[src/rtl/jtag_uart_arbiter_if.sv]
// jtag_uart_arbiter_if: bundles the JTAG-UART Avalon port and the RX/TX byte
// streams that the arbiter multiplexes onto it.
//   master : arbiter side (drives Avalon request, RX strobe, TX flow control)
//   slave  : peer side (Avalon slave + stream endpoints)
//   oJTAG_SLAVE_ADDR/RDREQ/WRREQ/WRDATA, iJTAG_SLAVE_RDDATA/WAIT : Avalon port
//   oRX_DATA/oRX_VALID : received byte stream
//   iTX_DATA/iTX_VALID, oTX_READY/oTX_EMPTY : transmit byte queue
interface jtag_uart_arbiter_if;
   logic        oJTAG_SLAVE_ADDR;
   logic        oJTAG_SLAVE_RDREQ;
   logic [31:0] iJTAG_SLAVE_RDDATA;
   logic        oJTAG_SLAVE_WRREQ;
   logic [31:0] oJTAG_SLAVE_WRDATA;
   logic        iJTAG_SLAVE_WAIT;
   logic [7:0]  oRX_DATA;
   logic        oRX_VALID;
   logic [7:0]  iTX_DATA;
   logic        iTX_VALID;
   logic        oTX_READY;
   logic        oTX_EMPTY;

   modport master (
      output oJTAG_SLAVE_ADDR, oJTAG_SLAVE_RDREQ, oJTAG_SLAVE_WRREQ, oJTAG_SLAVE_WRDATA,
      output oRX_DATA, oRX_VALID, oTX_READY, oTX_EMPTY,
      input  iJTAG_SLAVE_RDDATA, iJTAG_SLAVE_WAIT, iTX_DATA, iTX_VALID
   );

   modport slave (
      input  oJTAG_SLAVE_ADDR, oJTAG_SLAVE_RDREQ, oJTAG_SLAVE_WRREQ, oJTAG_SLAVE_WRDATA,
      input  oRX_DATA, oRX_VALID, oTX_READY, oTX_EMPTY,
      output iJTAG_SLAVE_RDDATA, iJTAG_SLAVE_WAIT, iTX_DATA, iTX_VALID
   );
endinterface

[src/rtl/jtag_uart_arbiter.sv]
// jtag_uart_arbiter: shares the single JTAG-UART Avalon port between an RX
// poller (DATA register reads) and a TX queue (DATA register writes), with
// host write-space tracking through CONTROL reads and bounded-burst fairness.
//   iCLK   : system clock
//   iRST_N : asynchronous active-low reset
//   bus    : jtag_uart_arbiter_if.master (Avalon port + RX/TX byte streams)
// Optional build macro JTAG_UART_ARBITER_ECHO_EN: loop every valid RX byte
// back into the TX FIFO (host terminal echo).
module jtag_uart_arbiter #(
   parameter int unsigned TX_FIFO_AW = 3,
   parameter int unsigned RX_BURST   = 4,
   parameter int unsigned TX_BURST   = 2
) (
   input logic                 iCLK,
   input logic                 iRST_N,
   jtag_uart_arbiter_if.master bus
);
   localparam int unsigned DEPTH = 1 << TX_FIFO_AW;
   localparam int unsigned LW    = TX_FIFO_AW + 1;
   localparam int unsigned CNT_W = 4;
   localparam int unsigned WS_W  = 16;

   typedef enum logic [1:0] {ST_IDLE, ST_RD_DATA, ST_RD_CTRL, ST_WR_DATA} state_t;
   typedef enum logic {TURN_RX, TURN_TX} turn_t;

   state_t                state, stateNxt;
   turn_t                 turn, turnNxt;
   logic [CNT_W-1:0]      rxCnt, rxCntNxt, txCnt, txCntNxt;
   logic [WS_W-1:0]       wspaceCnt, wspaceCntNxt;
   logic [7:0]            fifoMem [DEPTH];
   logic [TX_FIFO_AW-1:0] wrPtr, rdPtr;
   logic [LW-1:0]         level, levelNxt;
   logic                  push, pop, rxLoad, readyNxt, done;
   logic [7:0]            pushData;
   logic [31:0]           rdData;
   logic [6:0]            unusedRdBits;

   assign rdData       = bus.iJTAG_SLAVE_RDDATA;
   assign unusedRdBits = rdData[14:8];
   assign done         = !bus.iJTAG_SLAVE_WAIT;

   // FIFO push source; echo owns the write port in the cycle oRX_VALID is high
`ifdef JTAG_UART_ARBITER_ECHO_EN
   assign push     = (bus.oRX_VALID && (level != LW'(DEPTH))) ||
                     (bus.iTX_VALID && bus.oTX_READY);
   assign pushData = bus.oRX_VALID ? bus.oRX_DATA : bus.iTX_DATA;
   assign readyNxt = (levelNxt != LW'(DEPTH)) && !rxLoad;
`else
   assign push     = bus.iTX_VALID && bus.oTX_READY;
   assign pushData = bus.iTX_DATA;
   assign readyNxt = (levelNxt != LW'(DEPTH));
`endif

   assign levelNxt = level + LW'(push) - LW'(pop);

   // Access sequencing and fairness bookkeeping
   always_comb begin
      stateNxt     = state;
      turnNxt      = turn;
      rxCntNxt     = rxCnt;
      txCntNxt     = txCnt;
      wspaceCntNxt = wspaceCnt;
      pop          = 1'b0;
      rxLoad       = 1'b0;
      case (state)
         ST_IDLE: begin
            if (turn == TURN_TX && level != '0) begin
               stateNxt = (wspaceCnt == '0) ? ST_RD_CTRL : ST_WR_DATA;
            end else begin
               stateNxt = ST_RD_DATA;
               turnNxt  = TURN_RX;
            end
         end
         ST_RD_DATA: begin
            if (done) begin
               stateNxt = ST_IDLE;
               if (rdData[15]) begin
                  rxLoad   = 1'b1;
                  rxCntNxt = rxCnt + CNT_W'(1);
               end
               if (!rdData[15] || (rxCnt + CNT_W'(1)) == CNT_W'(RX_BURST)) begin
                  turnNxt  = TURN_TX;
                  rxCntNxt = '0;
               end
            end
         end
         ST_RD_CTRL: begin
            if (done) begin
               stateNxt     = ST_IDLE;
               wspaceCntNxt = rdData[31:16];
               // no host space: hand the port back to RX rather than re-polling
               if (rdData[31:16] == '0) turnNxt = TURN_RX;
            end
         end
         ST_WR_DATA: begin
            if (done) begin
               stateNxt     = ST_IDLE;
               pop          = 1'b1;
               wspaceCntNxt = wspaceCnt - WS_W'(1);
               txCntNxt     = txCnt + CNT_W'(1);
               if ((txCnt + CNT_W'(1)) == CNT_W'(TX_BURST) ||
                   (level + LW'(push)) == LW'(1) ||
                   wspaceCnt == WS_W'(1)) begin
                  turnNxt  = TURN_RX;
                  txCntNxt = '0;
               end
            end
         end
         default: stateNxt = ST_IDLE;
      endcase
   end

   // State, counters and registered outputs
   always_ff @(posedge iCLK or negedge iRST_N) begin
      if (!iRST_N) begin
         state                  <= ST_IDLE;
         turn                   <= TURN_RX;
         rxCnt                  <= '0;
         txCnt                  <= '0;
         wspaceCnt              <= '0;
         wrPtr                  <= '0;
         rdPtr                  <= '0;
         level                  <= '0;
         bus.oJTAG_SLAVE_ADDR   <= 1'b0;
         bus.oJTAG_SLAVE_RDREQ  <= 1'b0;
         bus.oJTAG_SLAVE_WRREQ  <= 1'b0;
         bus.oJTAG_SLAVE_WRDATA <= '0;
         bus.oRX_DATA           <= '0;
         bus.oRX_VALID          <= 1'b0;
         bus.oTX_READY          <= 1'b0;
         bus.oTX_EMPTY          <= 1'b1;
      end else begin
         state     <= stateNxt;
         turn      <= turnNxt;
         rxCnt     <= rxCntNxt;
         txCnt     <= txCntNxt;
         wspaceCnt <= wspaceCntNxt;
         level     <= levelNxt;
         if (push) wrPtr <= wrPtr + TX_FIFO_AW'(1);
         if (pop)  rdPtr <= rdPtr + TX_FIFO_AW'(1);
         // request decoded from the next state so it is stable for the whole access
         bus.oJTAG_SLAVE_ADDR   <= (stateNxt == ST_RD_CTRL);
         bus.oJTAG_SLAVE_RDREQ  <= (stateNxt == ST_RD_DATA) || (stateNxt == ST_RD_CTRL);
         bus.oJTAG_SLAVE_WRREQ  <= (stateNxt == ST_WR_DATA);
         bus.oJTAG_SLAVE_WRDATA <= (stateNxt == ST_WR_DATA) ? {24'd0, fifoMem[rdPtr]} : 32'd0;
         if (rxLoad) bus.oRX_DATA <= rdData[7:0];
         bus.oRX_VALID <= rxLoad;
         bus.oTX_READY <= readyNxt;
         bus.oTX_EMPTY <= (levelNxt == '0);
      end
   end

   // TX FIFO storage
   always_ff @(posedge iCLK) begin
      if (push) fifoMem[wrPtr] <= pushData;
   end
endmodule
[src/flat_wrapper.sv]
// flat-port wrapper written by rule: the top's interface ports become plain ports
module jtag_uart_arbiter_flat 
#(
   parameter int unsigned TX_FIFO_AW = 3,
   parameter int unsigned RX_BURST   = 4,
   parameter int unsigned TX_BURST   = 2
)
  (iCLK, iRST_N, bus_oJTAG_SLAVE_ADDR, bus_oJTAG_SLAVE_RDREQ, bus_oJTAG_SLAVE_WRREQ, bus_oJTAG_SLAVE_WRDATA, bus_oRX_DATA, bus_oRX_VALID, bus_oTX_READY, bus_oTX_EMPTY, bus_iJTAG_SLAVE_RDDATA, bus_iJTAG_SLAVE_WAIT, bus_iTX_DATA, bus_iTX_VALID);
  jtag_uart_arbiter_if bus_i ();
  input logic iCLK;
  input logic iRST_N;
  output wire logic [$bits(bus_i.oJTAG_SLAVE_ADDR)-1:0] bus_oJTAG_SLAVE_ADDR;
  output wire logic [$bits(bus_i.oJTAG_SLAVE_RDREQ)-1:0] bus_oJTAG_SLAVE_RDREQ;
  output wire logic [$bits(bus_i.oJTAG_SLAVE_WRREQ)-1:0] bus_oJTAG_SLAVE_WRREQ;
  output wire logic [$bits(bus_i.oJTAG_SLAVE_WRDATA)-1:0] bus_oJTAG_SLAVE_WRDATA;
  output wire logic [$bits(bus_i.oRX_DATA)-1:0] bus_oRX_DATA;
  output wire logic [$bits(bus_i.oRX_VALID)-1:0] bus_oRX_VALID;
  output wire logic [$bits(bus_i.oTX_READY)-1:0] bus_oTX_READY;
  output wire logic [$bits(bus_i.oTX_EMPTY)-1:0] bus_oTX_EMPTY;
  input wire logic [$bits(bus_i.iJTAG_SLAVE_RDDATA)-1:0] bus_iJTAG_SLAVE_RDDATA;
  input wire logic [$bits(bus_i.iJTAG_SLAVE_WAIT)-1:0] bus_iJTAG_SLAVE_WAIT;
  input wire logic [$bits(bus_i.iTX_DATA)-1:0] bus_iTX_DATA;
  input wire logic [$bits(bus_i.iTX_VALID)-1:0] bus_iTX_VALID;
  assign bus_oJTAG_SLAVE_ADDR = bus_i.oJTAG_SLAVE_ADDR;
  assign bus_oJTAG_SLAVE_RDREQ = bus_i.oJTAG_SLAVE_RDREQ;
  assign bus_oJTAG_SLAVE_WRREQ = bus_i.oJTAG_SLAVE_WRREQ;
  assign bus_oJTAG_SLAVE_WRDATA = bus_i.oJTAG_SLAVE_WRDATA;
  assign bus_oRX_DATA = bus_i.oRX_DATA;
  assign bus_oRX_VALID = bus_i.oRX_VALID;
  assign bus_oTX_READY = bus_i.oTX_READY;
  assign bus_oTX_EMPTY = bus_i.oTX_EMPTY;
  assign bus_i.iJTAG_SLAVE_RDDATA = bus_iJTAG_SLAVE_RDDATA;
  assign bus_i.iJTAG_SLAVE_WAIT = bus_iJTAG_SLAVE_WAIT;
  assign bus_i.iTX_DATA = bus_iTX_DATA;
  assign bus_i.iTX_VALID = bus_iTX_VALID;
  jtag_uart_arbiter #(.TX_FIFO_AW(TX_FIFO_AW), .RX_BURST(RX_BURST), .TX_BURST(TX_BURST)) u_core (.iCLK(iCLK), .iRST_N(iRST_N), .bus(bus_i));
endmodule
[config.mk]
export PLATFORM = sky130hd
export DESIGN_NAME = jtag_uart_arbiter_flat
export DESIGN_NICKNAME = d
export VERILOG_FILES = /design/src/rtl/jtag_uart_arbiter_if.sv /design/src/rtl/jtag_uart_arbiter.sv /design/src/flat_wrapper.sv
export SDC_FILE = /design/constraint.sdc
export NUM_CORES = 1
export LEC_CHECK = 0
export CAP_MARGIN = 20
export CORE_ASPECT_RATIO = 1.1
export CORE_MARGIN = 5
export CORE_UTILIZATION = 40
export DETAILED_ROUTE_END_ITERATION = 10
export SYNTH_ARGS = -nofsm -noshare
export SYNTH_HDL_FRONTEND = slang
export SYNTH_SLANG_ARGS = --single-unit
[constraint.sdc]
create_clock -name iCLK -period 5 [get_ports iCLK]
set_clock_uncertainty 0.05 [all_clocks]
set_input_delay 0.5 -clock iCLK [delete_from_list [all_inputs] [get_ports iCLK]]
set_output_delay 0.5 -clock iCLK [all_outputs]
set_load 0.01 [all_outputs]
==> impl_metrics.yaml <==
status:
  outcome: "complete, no violations"
floorplanning:
  pin_count: 90
  die_w_microns: 122.5
  die_area_sq_mm: 0.01638
  core_sq_mm: 0.01374
  row_count: 45
  dieHeight_microns: 133.7
  initial_core_util_pct: 40.53
cts:
  cts_resized: 0
  cts.htree.levels: 4
  clock-sinks: 123
  cts_buffers: 17
  clock-root-buffer: "clkbuf_16"
  post_cts_buffers: 0
  clk_path_buf_depth: 2
  clkLatencyLatePin_ns: 0.42
  clk_pin_slew_ns: 0.06
  cts_tree: "done"
  ctsHoldBuffers: 0
timing:
  fin_crit_sh_pct: 53.25
  fmax_mhz: 375.6
  report.final.setup_viol: 0
  layout_setup_ws_ns: 2.337
  period_needed_ns: 2.663
  rsz0062_at_grt: "no"
  fin_tns_setup_ns: 0
  slew_viol_final: 0
  worst_pin_slew_ns: 0.9394
  max_slew_margin_pct: 37.14
  finalHoldViolations: 0
  hold_slack_ns: 0.1990
grt:
  grt_max_degree: 60
  grt_use_met3_pct: 3.949
  grt-busiest-layer: "met2"
  grtUsageMet2_pct: 23.46
  grt_usage_pct: 14.41
  grt_pass1_wl_microns: 17960
  overflow: 0
  antenna_found_initial: 0
  first_global_vias: 3456
  grt_util_met1_pct: 17.64
yosys:
  ys_ff_latch: 123
  yosysTopAreaCellShare_pct: 34.52
  synthDistinctLibCells: 55
  yosysSeqAreaShare_pct: 61.06
  synthCells: 422
  synthTopCellsByCount: "edfxtp_1 (64), dfrtp_1 (58), nand2_1 (30), nor2_1 (28), buf_4 (24)"
  yosys_warnings: 0
  synth_most_common_cell: "edfxtp_1"
  synth_edf_count: 64
  synth_top_area_cell: "edfxtp_1"
  ys_top_cells_by_area: "edfxtp_1 (35%), dfrtp_1 (26%), mux4_2 (6.5%), buf_4 (3.2%), ha_1 (2.9%)"
  async_flop_share_pct: 47.97
  synth_area_sq_mm: 0.005568
  ys.flop_type: "edfxtp_1"
  avgSynthCellArea_sq_um: 13.19
power:
  p_leak_nw: 2.554
  p_seq_share_pct: 42.0
  netSwitchingFraction_pct: 32.07
  comb_power_share_pct: 28.3
  switchingPower_mw: 1.214
  power.total_mw: 3.785
  cell_internal_pwr_mw: 2.571
  vdd_drop_max_v: 0.0002973
  powerDensity_mw_per_mm2: 556.1
  p_clk_share_pct: 29.8
worst_setup_path:
  crit_type: "reg -> reg"
  critPathCaptureType: "flip-flop"
  path_max_fanout: 9
  required_ns: 5.25
  cp.arrival_ns: 2.91
  worstSetupStartpointType: "flip-flop"
placed_design:
  io_buffers: 58
  dp_hpwl_microns: 7404
  gp_congestion: 0.8010
  place_ws_ns: 2.168
  placed_area_sq_mm: 0.006257
  placed_cells: 655
routing:
  drc: 0
  avgRoutedWirePerCell_microns: 16.30
  vias: 3473
  dr.pass1.iters: 4
  drt_iter0_markers: 251
  wl_microns: 11200
  routed_via_density: 5.055
  ant_nets: 0
finish:
  syn2layout_area_growth_pct: 22.25
  diodes: 0
  multi_input_area_sq_mm: 0.001972
  finalNonFillerCells: 687
  final_nets: 543
  ff_latch_area_sq_mm: 0.003400
  fill_cells: 1240
  final_area_sq_mm: 0.006807
  layout-drive-gt1-share_pct: 13.83
  fin_util_pct: 49.54
run:
  cap_violations: 0
min_path:
  worstHoldPathType: "in -> async"
==> sequential cells by signal, indices dropped and copies added, names as in the netlist, 2 cells and up <==
name	flops
u_core.level	4
u_core.wspaceCnt	16
u_core.rdPtr	3
u_core.rxCnt	4
u_core.bus.oRX_DATA	8
u_core.state	2
u_core.wrPtr	3
u_core.bus.oJTAG_SLAVE_WRDATA	8
u_core.fifoMem	64
u_core.txCnt	4
==> critical path, cell delays in order (launching register included) <==
cell	delay, ns
dfrtp_1	0.46
inv_1	0.11
ha_1	0.22
or3b_2	0.53
nor4_4	0.28
a21oi_1	0.12
o21a_1	0.21
ha_1	0.34
nor2b_1	0.21
==> power by group through the flow <==
stage / combinational (mW) / clock, mW / sequential [mW]
CTS: 1.09 / 1.15 / 1.59
global placement: 1.07 / 0 / 1.59
finish: 1.07 / 1.13 / 1.59
global route: 1.20 / 1.19 / 1.64
detailed placement: 1.09 / 0 / 1.61
floorplan: 0.758 / 0 / 1.55
==> cells in the final DEF (no fill, tap or decap), types with 3 or more instances in the layout <==
cell / synthesis / final
nor4_1: 6 / 6
clkdlybuf4s50_1: 0 / 57
clkbuf_16: 0 / 17
a211oi_1: 3 / 3
dfrtp_1: 58 / 58
nand3_1: 6 / 6
clkinv_4: 0 / 3
or4_1: 3 / 3
mux2_2: 9 / 9
buf_4: 24 / 3
clkinvlp_4: 0 / 4
nor2_1: 28 / 28
conb_1: 1 / 24
nor3_2: 1 / 3
mux2i_1: 9 / 9
clkbuf_1: 11 / 4
nand2_1: 30 / 30
nor2b_1: 10 / 10
inv_1: 14 / 14
ha_1: 13 / 13
nand4_1: 4 / 4
edfxtp_1: 64 / 64
xor2_1: 4 / 4
nand2b_1: 7 / 7
a31oi_1: 3 / 3
o22a_1: 4 / 4
xnor2_1: 4 / 4
mux4_2: 16 / 16
nor3_1: 9 / 7
a21oi_1: 20 / 20
o21ai_0: 23 / 23
==> per-layer routing <==
layer | wire length [microns] | share of wire [%]
met3 | 626 | 5.6
met2 | 5680 | 51
met5 | 0 | 0
met1 | 4709 | 42
met4 | 184 | 1.6
==> final cells by class <==
type / count / share of cell area (%)
sequential: 123 / 49.94
multi-input combinational: 269 / 28.97
timing repair buffer: 61 / 8.787
clock buffer: 22 / 6.673
tap: 188 / 3.456
clock inverter: 10 / 1.397
inverter: 14 / 0.7721
==> cell families after synthesis <==
logic type,Yosys count,share of synthesized area (%)
DFF,123,61.06
and+or+nand+nor,120,11.82
AOI/OAI and AO/OA,70,7.708
buffers and inverters,53,5.258
muxes,34,9.910
adders and majority gates,13,2.921
xor gates and xnor gates,8,1.258
other,1,0.06735
==> final timing paths <==
check | cells past startpoint | slack (ns) | to | startpoint
max | 8 | 2.34 | u_core.bus.oJTAG_SLAVE_WRDATA[5]$_DFF_PN0_ | u_core.wspaceCnt[0]$_DFFE_PN0P_
min | 2 | 0.20 | u_core.rxCnt[0]$_DFFE_PN0P_ | iRST_N
max reg2reg | 8 | 2.34 | u_core.bus.oJTAG_SLAVE_WRDATA[5]$_DFF_PN0_ | u_core.wspaceCnt[0]$_DFFE_PN0P_
min reg2reg | 1 | 0.45 | u_core.bus.oRX_DATA[7]$_DFFE_PN0P_ | u_core.bus.oRX_DATA[7]$_DFFE_PN0P_
max in group asynchronous | 2 | 4.18 | u_core.wspaceCnt[8]$_DFFE_PN0P_ | iRST_N
min in group iCLK | 1 | 0.45 | u_core.bus.oRX_DATA[7]$_DFFE_PN0P_ | u_core.bus.oRX_DATA[7]$_DFFE_PN0P_
No activity file was read; power rests on OpenSTA's default activity.
